`src/rtl/mem_pkg.sv`:
```
// rtl/mem_pkg.sv - shared constants and types for the MEM stage
package mem_pkg;

    localparam int BE_W = 4;

    localparam logic [2:0] F3_LB  = 3'b000;
    localparam logic [2:0] F3_LH  = 3'b001;
    localparam logic [2:0] F3_LW  = 3'b010;
    localparam logic [2:0] F3_LBU = 3'b100;
    localparam logic [2:0] F3_LHU = 3'b101;
    localparam logic [2:0] F3_SB  = 3'b000;
    localparam logic [2:0] F3_SH  = 3'b001;
    localparam logic [2:0] F3_SW  = 3'b010;

    typedef enum logic [1:0] {
        ST_IDLE   = 2'd0,
        ST_REQ    = 2'd1,
        ST_WAIT_R = 2'd2
    } mem_state_t;

endpackage

```
`src/rtl/mem_lane_align.sv`:
```
// rtl/mem_lane_align.sv - load lane extract/extend and store data replication
import mem_pkg::*;

module mem_lane_align (
    input  logic [2:0]  funct3,
    input  logic [1:0]  addr_lo,
    input  logic [31:0] rdata,
    input  logic [31:0] store_in,
    output logic [31:0] load_data,
    output logic [31:0] store_data
);

    logic [7:0]  byte_sel;
    logic [15:0] half_sel;

    assign byte_sel = rdata[{addr_lo, 3'b000} +: 8];
    assign half_sel = addr_lo[1] ? rdata[31:16] : rdata[15:0];

    always_comb begin
        load_data = rdata;
        case (funct3)
            F3_LB:   load_data = {{24{byte_sel[7]}}, byte_sel};
            F3_LH:   load_data = {{16{half_sel[15]}}, half_sel};
            F3_LBU:  load_data = {24'h0, byte_sel};
            F3_LHU:  load_data = {16'h0, half_sel};
            default: load_data = rdata;
        endcase
    end

    always_comb begin
        store_data = store_in;
        case (funct3[1:0])
            2'b00:   store_data = {4{store_in[7:0]}};
            2'b01:   store_data = {2{store_in[15:0]}};
            default: store_data = store_in;
        endcase
    end

endmodule

```
`src/rtl/mem_access_stage.sv`:
```
// rtl/mem_access_stage.sv - MEM stage: access decode, dmem handshake, MEM/WB register
import mem_pkg::*;

module mem_access_stage (
    input  logic            clk_i,
    input  logic            start_i,
    input  logic [31:0]     ALUResult_i,
    input  logic [31:0]     RDData_i,
    input  logic [4:0]      RDaddr_i,
    input  logic            RegWrite_i,
    input  logic            MemToReg_i,
    input  logic            MemRead_i,
    input  logic            MemWrite_i,
    input  logic [31:0]     instr_i,
    output logic            dmem_req_o,
    output logic            dmem_we_o,
    output logic [31:0]     dmem_addr_o,
    output logic [BE_W-1:0] dmem_be_o,
    output logic [31:0]     dmem_wdata_o,
    input  logic            dmem_ready_i,
    input  logic            dmem_rvalid_i,
    input  logic [31:0]     dmem_rdata_i,
    output logic            Stall_o,
    output logic            err_o,
    output logic [31:0]     ALUResult_o,
    output logic [31:0]     MemData_o,
    output logic [4:0]      RDaddr_o,
    output logic            RegWrite_o,
    output logic            MemToReg_o
);

    mem_state_t  state;
    logic [2:0]  funct3;
    logic [1:0]  addr_lo;
    logic        mem_op;
    logic        legal_f3;
    logic        misaligned;
    logic        fault;
    logic        start_ok;
    logic        store_done;
    logic        load_done;
    logic [31:0] load_data;
    logic        unused_instr;

    assign funct3       = instr_i[14:12];
    assign addr_lo      = ALUResult_i[1:0];
    assign mem_op       = MemRead_i | MemWrite_i;
    assign unused_instr = ^{instr_i[31:15], instr_i[11:0]};

    always_comb begin
        legal_f3 = 1'b0;
        if (MemRead_i)
            legal_f3 = funct3 inside {F3_LB, F3_LH, F3_LW, F3_LBU, F3_LHU};
        else
            legal_f3 = funct3 inside {F3_SB, F3_SH, F3_SW};
        misaligned = ((funct3[1:0] == 2'b01) && addr_lo[0]) ||
                     ((funct3[1:0] == 2'b10) && (addr_lo != 2'b00));
    end

    // Faults are only judged on first sight of the op, never mid-access.
    assign fault      = (state == ST_IDLE) && mem_op &&
                        ((MemRead_i && MemWrite_i) || !legal_f3 || misaligned);
    assign start_ok   = (state == ST_IDLE) && mem_op && !fault;
    assign store_done = (state == ST_REQ) && dmem_ready_i && MemWrite_i;
    assign load_done  = (state == ST_WAIT_R) && dmem_rvalid_i;
    assign Stall_o    = start_ok ||
                        ((state != ST_IDLE) && !(store_done || load_done));

    assign dmem_req_o  = (state == ST_REQ);
    assign dmem_we_o   = dmem_req_o && MemWrite_i;
    assign dmem_addr_o = {ALUResult_i[31:2], 2'b00};

    always_comb begin
        dmem_be_o = 4'b1111;
        case (funct3[1:0])
            2'b00:   dmem_be_o = 4'b0001 << addr_lo;
            2'b01:   dmem_be_o = 4'b0011 << {addr_lo[1], 1'b0};
            default: dmem_be_o = 4'b1111;
        endcase
    end

    mem_lane_align u_align (
        .funct3     (funct3),
        .addr_lo    (addr_lo),
        .rdata      (dmem_rdata_i),
        .store_in   (RDData_i),
        .load_data  (load_data),
        .store_data (dmem_wdata_o)
    );

    always_ff @(posedge clk_i or negedge start_i) begin
        if (!start_i) begin
            state       <= ST_IDLE;
            err_o       <= 1'b0;
            ALUResult_o <= 32'h0;
            MemData_o   <= 32'h0;
            RDaddr_o    <= 5'h0;
            RegWrite_o  <= 1'b0;
            MemToReg_o  <= 1'b0;
        end else begin
            err_o <= fault;
            case (state)
                ST_IDLE:   if (start_ok) state <= ST_REQ;
                ST_REQ:    if (dmem_ready_i) state <= MemWrite_i ? ST_IDLE : ST_WAIT_R;
                ST_WAIT_R: if (dmem_rvalid_i) state <= ST_IDLE;
                default:   state <= ST_IDLE;
            endcase
            if (load_done)
                MemData_o <= load_data;
            if (Stall_o) begin
                RegWrite_o <= 1'b0;
            end else begin
                ALUResult_o <= ALUResult_i;
                RDaddr_o    <= RDaddr_i;
                RegWrite_o  <= RegWrite_i && !fault;
                MemToReg_o  <= MemToReg_i;
            end
        end
    end

endmodule

```
`config.mk`:
```
export PLATFORM = sky130hd
export DESIGN_NAME = mem_access_stage
export DESIGN_NICKNAME = d
export VERILOG_FILES = /design/src/rtl/mem_pkg.sv /design/src/rtl/mem_lane_align.sv /design/src/rtl/mem_access_stage.sv
export SDC_FILE = /design/constraint.sdc
export NUM_CORES = 1
export LEC_CHECK = 0
export CORE_MARGIN = 4
export CORE_UTILIZATION = 39
export CTS_CLUSTER_DIAMETER = 30
export DETAILED_ROUTE_END_ITERATION = 12
export PLACE_DENSITY = 0.88
export SLEW_MARGIN = 10
export SYNTH_ARGS = -nofsm -noshare
export SYNTH_HDL_FRONTEND = slang
export SYNTH_SLANG_ARGS = --single-unit
```
`constraint.sdc`:
```
create_clock -name clk_i -period 6.86 [get_ports clk_i]
set_clock_uncertainty 0.1 [all_clocks]
set_input_delay 1.715 -clock clk_i [delete_from_list [all_inputs] [get_ports clk_i]]
set_output_delay 1.715 -clock clk_i [all_outputs]
set_load 0.02 [all_outputs]
```
* Word-level counts from Yosys, hierarchy flattened *
Index checks and enable logic that the tools add are counted.

cells by class
  reductions and logical operators = 28
  shifts and indexed selects = 3
  mux-type cells = 11
  bitwise operators = 1
  equal/unequal tests = 11

operators by type and width
  operator                                                           count
  32-bit case mux with 4 select lines                                1
  32-bit case mux with 2 select lines                                1
  32-bit by 6-bit indexed part select with 8-bit output              1
  16-bit 2-to-1 mux                                                  1
  1-bit logical AND                                                  12
  2-bit 2-to-1 mux                                                   4
  4-bit case mux with 2 select lines                                 1
  3-bit == test, second input constant                               2
  2-bit case mux with 3 select lines                                 1
  1-bit logical OR                                                   5
  5-bit nonzero test                                                 1
  2-bit by 1-bit == test with 1-bit output, second input constant    2
  2-bit == test, second input constant                               2
  2-bit logical NOT                                                  2
  2-bit inequality test, second input constant                       2
  2-bit nonzero test                                                 2
  1-bit by 2-bit left shift with 4-bit output, first input constant  1
  2-bit by 2-bit left shift with 4-bit output, first input constant  1
  3-bit by 1-bit == test with 1-bit output, second input constant    1
  3-bit by 2-bit == test with 1-bit output, second input constant    1
  1-bit logical NOT                                                  3
  3-bit logical NOT                                                  1
  3-bit AND reduction                                                1
  3-bit nonzero test                                                 1
  3 further kinds                                                    4

storage, ports and cells
  logic and storage cells = 61
  input bits = 141
  register bits = 74

* Longest topological paths before layout *
Gate-level depths: netlist of the first run.

  depth after elaboration = 11
  mapped depth = 7
  depth with buffers taken out = 4

* Hierarchy *
A second synthesis of the first run with hierarchy kept.

second synthesis, totals
  cell total of the unflattened synthesis = 382
  area total of the unflattened synthesis = 4390.5 um^2

by module, submodules not included
  module            instances  cells each  area each (um^2)
  mem_access_stage  1          211         3178.0
  mem_lane_align    1          171         1212.4

* Least setup slack after synthesis of the first run *
No wires, ideal clock.

  path kind = in2out
  start point = input instr_i[13]
  end point = output dmem_wdata_o[24]
  arrival = 2.856 ns
  stages on the path = 5
  slack = 2.189 ns
  cell sequence = clkbuf_1 > clkbuf_1 > clkbuf_1 > nand2_1 > o21ai_0

between the ends
  cells in the longest elaborated chain, start to end = 2
  elaborated cells on any way between the ends = 3
  those cells by class = 1 x eq/ne; 1 x mux; 1 x reduce/logical

RTL lines
  item                                                                           line                    source
  start: declaration                                                             mem_access_stage.sv:14  input logic [31:0] instr_i,
  2-bit by 1-bit == test with 1-bit output or 2-bit logical NOT (tied branches)  mem_lane_align.sv:32    case (funct3[1:0])
  32-bit case mux with 2 select lines (*)                                        mem_lane_align.sv:32
  end: declaration                                                               mem_access_stage.sv:19  output logic [31:0] dmem_wdata_o,

Every way passes the cells marked *; elsewhere a longest branch is shown, timed or not.

* Worst setup path in the final report of the first run *
  start point = input instr_i[12]
  end point = output dmem_wdata_o[14]

The elaborated chain is that of the path after synthesis.

==> impl_metrics.ini, run 1 <==
[cells_and_area]
final_nets = 742
fillers = 828
diodes = 0
register_area_um2 = 1852
syn2layout_area_growth_pct = 61.04
finalCoreUtilization = 0.6433
instances_no_fill = 742
final_layout_size_suffix_gt1_frac = 0.1386
multiInputGateArea_um2 = 1826

[sta]
hold_viol_final = 0
tns_ns = 0
setup_violations = 0
rsz0062_at_grt = no
layout_setup_ws_ns = 1.052
worstMarginPinSlew_ns = 0.9434
max_slew_margin = 0.3711
fin_crit_ns = 5.808
hold_ws_ns = 0.4073
fin_crit_sh = 0.8467
drv_slew = 0
max_freq_mhz = 172.2

[setup_path]
critical_path_class = input pin to primary output
crit_slowest_cell = clkdlybuf4s50_1
end_kind = primary output
crit_start = instr_i[12]
timing.rr.end = ALUResult_o[6]
worstPathCellList = clkdlybuf4s50_1 -> buf_4 -> nor2_2 -> mux2_2 -> clkdlybuf4s50_1
start_kind = input pin
cp_max_fo = 12
cpPeakStageDelay_ns = 0.63
reg2reg_slack_ns = 4.73
worstRegToRegCells = 3
crit_required_ns = 5.05
timing.rr.start = state[1]
arrival_ns = 3.99
path_common_cell = clkdlybuf4s50_1

[clock_network]
clk_path_buf_depth = 2
post_cts_buffers = 0
cts_buffers = 9
clk_latency_ns = 0.34
clkSinkCount = 74
clock-root-buffer = clkbuf_8
cts_tree = yes
clk_pin_slew_ns = 0.08
cts_resized = 0
cts_max_level = 3
postCtsHoldBufs = 0

[die]
die_area_um2 = 12280
start_util = 0.3995
die_w_um = 110.8
coreArea_um2 = 10320
fp.dieH_um = 110.8
rows = 37
io_pins = 284

[power]
p_sw_mw = 0.7091
p_comb_frac = 0.486
swShare = 0.3597
p_leak_nw = 2.749
intPower_mw = 1.262
clock_power_share = 0.173
irDropWorstVdd_v = 0.0002223
power.share.sequential = 0.341
pwr_density_cell_nw_per_um2 = 296.9

[global_routing]
grt_pass1_vias = 3918
grt_usage = 0.2204
grt_pass1_wl_um = 21790
antenna_found_initial = 0
grt_max_degree = 75
overflow = 0

[logic_synthesis]
yosys_warnings = 0
yosysSeqAreaShare = 0.4490
synth_ff_type = dfrtp_1
syn_area_um2 = 4124
synth_area_per_cell_um2 = 10.49
synth.top_cells.by_count = 74 x dfrtp_1, 45 x mux2_2, 43 x buf_4, 41 x nand2_1, 32 x a21oi_1
yosysMostFrequentCell = dfrtp_1
synth_cell_type_count = 39
synthArstFlopShare = 1.000
ys_ff_latch = 74
synth_top_area_cell = dfrtp_1
ys_top_cells_by_area = dfrtp_1 45%, mux2_2 12%, buf_4 7.8%
synth-edff-count = 0
synth_top_area_frac = 0.4490
syn_inst = 393

[run]
drv_cap = 0

[min_path]
hold_depth = 1
min-delay-start = ALUResult_o[0]
whs_endpoint = ALUResult_o[0]
worstHoldPathType = flip-flop to flip-flop

[placement]
post-place-ws_ns = 1.064
dp_hpwl_um = 11070
gp_congestion = 0.8260
io_buffers = 252
dp_cells = 726

[drt]
vias = 3723
drt-initial-drc-count = 204
avgViaCountPerCell = 5.018
first_pass_iters = 4
ant_nets = 0
wl_per_cell_um = 18.66
routed_wl_um = 13840
route.detailed.drc = 0

[status]
status = finished clean
-- critical path: cells and delay by family --
family                 cells  cell delay, ns
and+or+nand+nor            1            0.39
muxes                      1            0.39
buffers and inverters      3            1.48
-- power groups by stage --
| stage | logic, mW | clock network [mW] | registers (mW) |
|---|---|---|---|
| 6_report | 0.957 | 0.342 | 0.672 |
| 5_1_grt | 1.01 | 0.370 | 0.693 |
| 4_1_cts | 0.970 | 0.352 | 0.673 |
| 3_5_place_dp | 0.968 | 0 | 0.677 |
| 3_3_place_gp | 0.948 | 0 | 0.668 |
| 2_1_floorplan | 0.301 | 0 | 0.852 |
-- area by class of cell --
type,count,area share
clock inverters,5,0.007913
flip-flops and latches,74,0.2788
clock buffers,11,0.02280
well taps,136,0.02562
multi-input cells,251,0.2749
inverters,6,0.003391
repair buffers,259,0.3866
-- routing by layer --
metal	global-route usage	wire length (um)	part of all wire
met5	0	0	0
met3	0.04803	783	0.057
met4	0.07061	366	0.026
met2	0.3956	7223	0.52
met1	0.2612	5470	0.40
-- cell families after synthesis --
family	share of synthesized area
muxes	0.2072
other	0.0009093
and+or+nand+nor	0.1010
AOI/OAI and AO/OA	0.1305
xor gates and xnor gates	0.002124
buffers and inverters	0.1092
DFF	0.4490
-- layout by cell type, fill, tap and decap left out, types with 9 or more instances in the layout --
cell	synthesis	routed
a21oi_1	32	32
clkbuf_8	0	11
clkdlybuf4s50_1	0	250
dfrtp_1	74	74
mux2_2	45	45
mux2_4	9	9
mux2i_1	19	19
nand2_1	41	41
nor2_1	30	30
o21ai_0	26	26
-- sequential cells by signal, indices dropped and copies added, names as in the netlist --
name         cells
state            2
RDaddr_o         5
err_o            1
ALUResult_o     32
MemData_o       32
RegWrite_o       1
MemToReg_o       1
-- stage by stage --
stage                     instance area (um^2)  total power, mW
final                                     6641            1.972
after global routing                      6641            2.078
after CTS                                 6641            1.996
after detailed placement                  6437            1.645
after global placement                    6437            1.616
after floorplan                           4128            1.153
-- how the worst max path moves through the flow --
stage | end | slack (ns) | cells after the start
5_1_grt | dmem_wdata_o[14] | 0.95 | 5
2_1_floorplan | dmem_wdata_o[24] | 2.19 | 5
6_report | dmem_wdata_o[14] | 1.05 | 5
3_5_place_dp | dmem_wdata_o[9] | 1.06 | 5
3_3_place_gp | dmem_wdata_o[14] | 1.08 | 5
4_1_cts | dmem_wdata_o[9] | 1.05 | 5
Note: power is estimated with default switching activity, not from simulation.
==> run 2, diff against run 1 <==
--- a/config.mk
+++ b/config.mk
@@ -6,10 +6,10 @@
 export NUM_CORES = 1
 export LEC_CHECK = 0
 export CORE_MARGIN = 4
-export CORE_UTILIZATION = 39
+export CORE_UTILIZATION = 32
 export CTS_CLUSTER_DIAMETER = 30
 export DETAILED_ROUTE_END_ITERATION = 12
-export PLACE_DENSITY = 0.88
+export PLACE_DENSITY = 0.77
 export SLEW_MARGIN = 10
 export SYNTH_ARGS = -nofsm -noshare
 export SYNTH_HDL_FRONTEND = slang
==> constraint.sdc (replaced) <==
create_clock -name clk_i -period 5.3 [get_ports clk_i]
set_clock_uncertainty 0.1 [all_clocks]
set_input_delay 1.325 -clock clk_i [delete_from_list [all_inputs] [get_ports clk_i]]
set_output_delay 1.325 -clock clk_i [all_outputs]
set_load 0.02 [all_outputs]
==> impl_metrics.ini, run 2 (synthesis gave the netlist of run 1 again) <==
[status]
status = finished clean

[die]
rows = 41
die_area_um2 = 14770
start_util = 0.3268
coreArea_um2 = 12620
io_pins = 284
fp.dieH_um = 121.5
die_w_um = 121.5

[sta]
max_slew_margin = 0.3527
drv_slew = 0
max_freq_mhz = 207.1
setup_violations = 0
worstMarginPinSlew_ns = 0.9709
fin_crit_sh = 0.9112
tns_ns = 0
hold_viol_final = 0
fin_crit_ns = 4.829
rsz0062_at_grt = no
layout_setup_ws_ns = 0.4705

[clock_network]
cts_resized = 0
post_cts_buffers = 0
postCtsHoldBufs = 0
cts_buffers = 9
clock-root-buffer = clkbuf_16
clk_latency_ns = 0.33
clkSinkCount = 74
clk_path_buf_depth = 2
clk_pin_slew_ns = 0.05
cts_tree = yes
cts_max_level = 3

[setup_path]
end_kind = primary output
critical_path_class = input pin to primary output
crit_family = buffers and inverters
start_kind = input pin
worstPathCellList = clkdlybuf4s50_1 -> buf_4 -> nor2_2 -> mux2_2 -> clkdlybuf4s50_1
path_buf_inv = 3
crit_slowest_cell = clkdlybuf4s50_1
crit_required_ns = 3.88
arrival_ns = 3.40
cpPeakStageDelay_ns = 0.56
cp_max_fo = 9
path_common_cell = clkdlybuf4s50_1

[drt]
routed_wl_um = 14120
vias = 3727
route.detailed.drc = 0
drt-initial-drc-count = 167
ant_nets = 0
avgViaCountPerCell = 4.778
first_pass_iters = 4
wl_per_cell_um = 18.10

[cells_and_area]
syn2layout_area_growth_pct = 66.02
final_nets = 745
multiInputGateArea_um2 = 1826
mostFrequentLayoutCells = 250 x clkdlybuf4s50_1, 74 x dfrtp_1, 45 x mux2_2
final_common_cell = clkdlybuf4s50_1
fillers = 1149
final_layout_size_suffix_gt1_frac = 0.1414
register_area_um2 = 1852
diodes = 0
top_regs = ALUResult_o: 32 flops, MemData_o: 32 flops, RDaddr_o: 5 flops

[global_routing]
grt_usage = 0.1847
overflow = 0
antenna_found_initial = 0
grt_pass1_vias = 4020
grt_max_degree = 75
grt_pass1_wl_um = 21570

[placement]
dp_hpwl_um = 11200
gp_congestion = 0.8108
post-place-ws_ns = 0.4723
io_buffers = 252

[min_path]
worstHoldPathType = flip-flop to flip-flop

[run]
drv_cap = 0

[power]
irDropWorstVdd_v = 0.0002433
p_leak_nw = 2.822
pwr_density_cell_nw_per_um2 = 409.9
run 2: layer usage:
layer / GRT usage / up-vias / wire length [um]
met2: 0.3257 / 144 / 7261
met1: 0.2284 / 1798 / 5692
met3: 0.03730 / 20 / 890
met4: 0.05392 / 0 / 274
met5: 0 / - / 0
li1: - / 1765 / -
run 2: report_power, final:
group	internal, mW	switching [mW]
registers	0.757	0.109
clock network	0.469	0.230
logic	0.639	0.602
total	1.87	0.941
run 2: metrics by stage:
stage / total power, mW / util / instance area (um^2) / hold WS (ns) / cells
floorplan: 1.492 / - / 4128 / 0.5135 / 394
global placement: 2.102 / 0.5155 / 6505 / 0.3852 / 765
detailed placement: 2.128 / 0.5155 / 6505 / 0.3926 / 765
CTS: 2.847 / 0.5425 / 6847 / 0.4062 / 780
global route: 2.944 / 0.5425 / 6847 / 0.4231 / 780
finish: 2.806 / 0.5425 / 6847 / 0.4036 / 780
run 2: path summary, 6_finish.rpt:
kind                                startpoint               to  slack [ns]  cells after the start
worst max register to register        state[0]     MemData_o[7]        3.20                      5
worst min-delay path            ALUResult_o[5]   ALUResult_o[5]        0.40                      1
worst max-delay path               instr_i[12]  dmem_wdata_o[9]        0.47                      5
worst min register to register  ALUResult_o[5]   ALUResult_o[5]        0.40                      1
min in group asynchronous              start_i      RDaddr_o[4]        1.04                      1
max in group asynchronous              start_i      RDaddr_o[3]        3.42                      1
run 2: layout make-up:
cell class,instances,area share
Tap cell,172,0.03143
Sequential cell,74,0.2705
Inverter,6,0.003289
Timing Repair Buffer,262,0.3783
Clock buffer,10,0.03490
Multi-Input combinational cell,251,0.2666
Clock inverter,5,0.01499
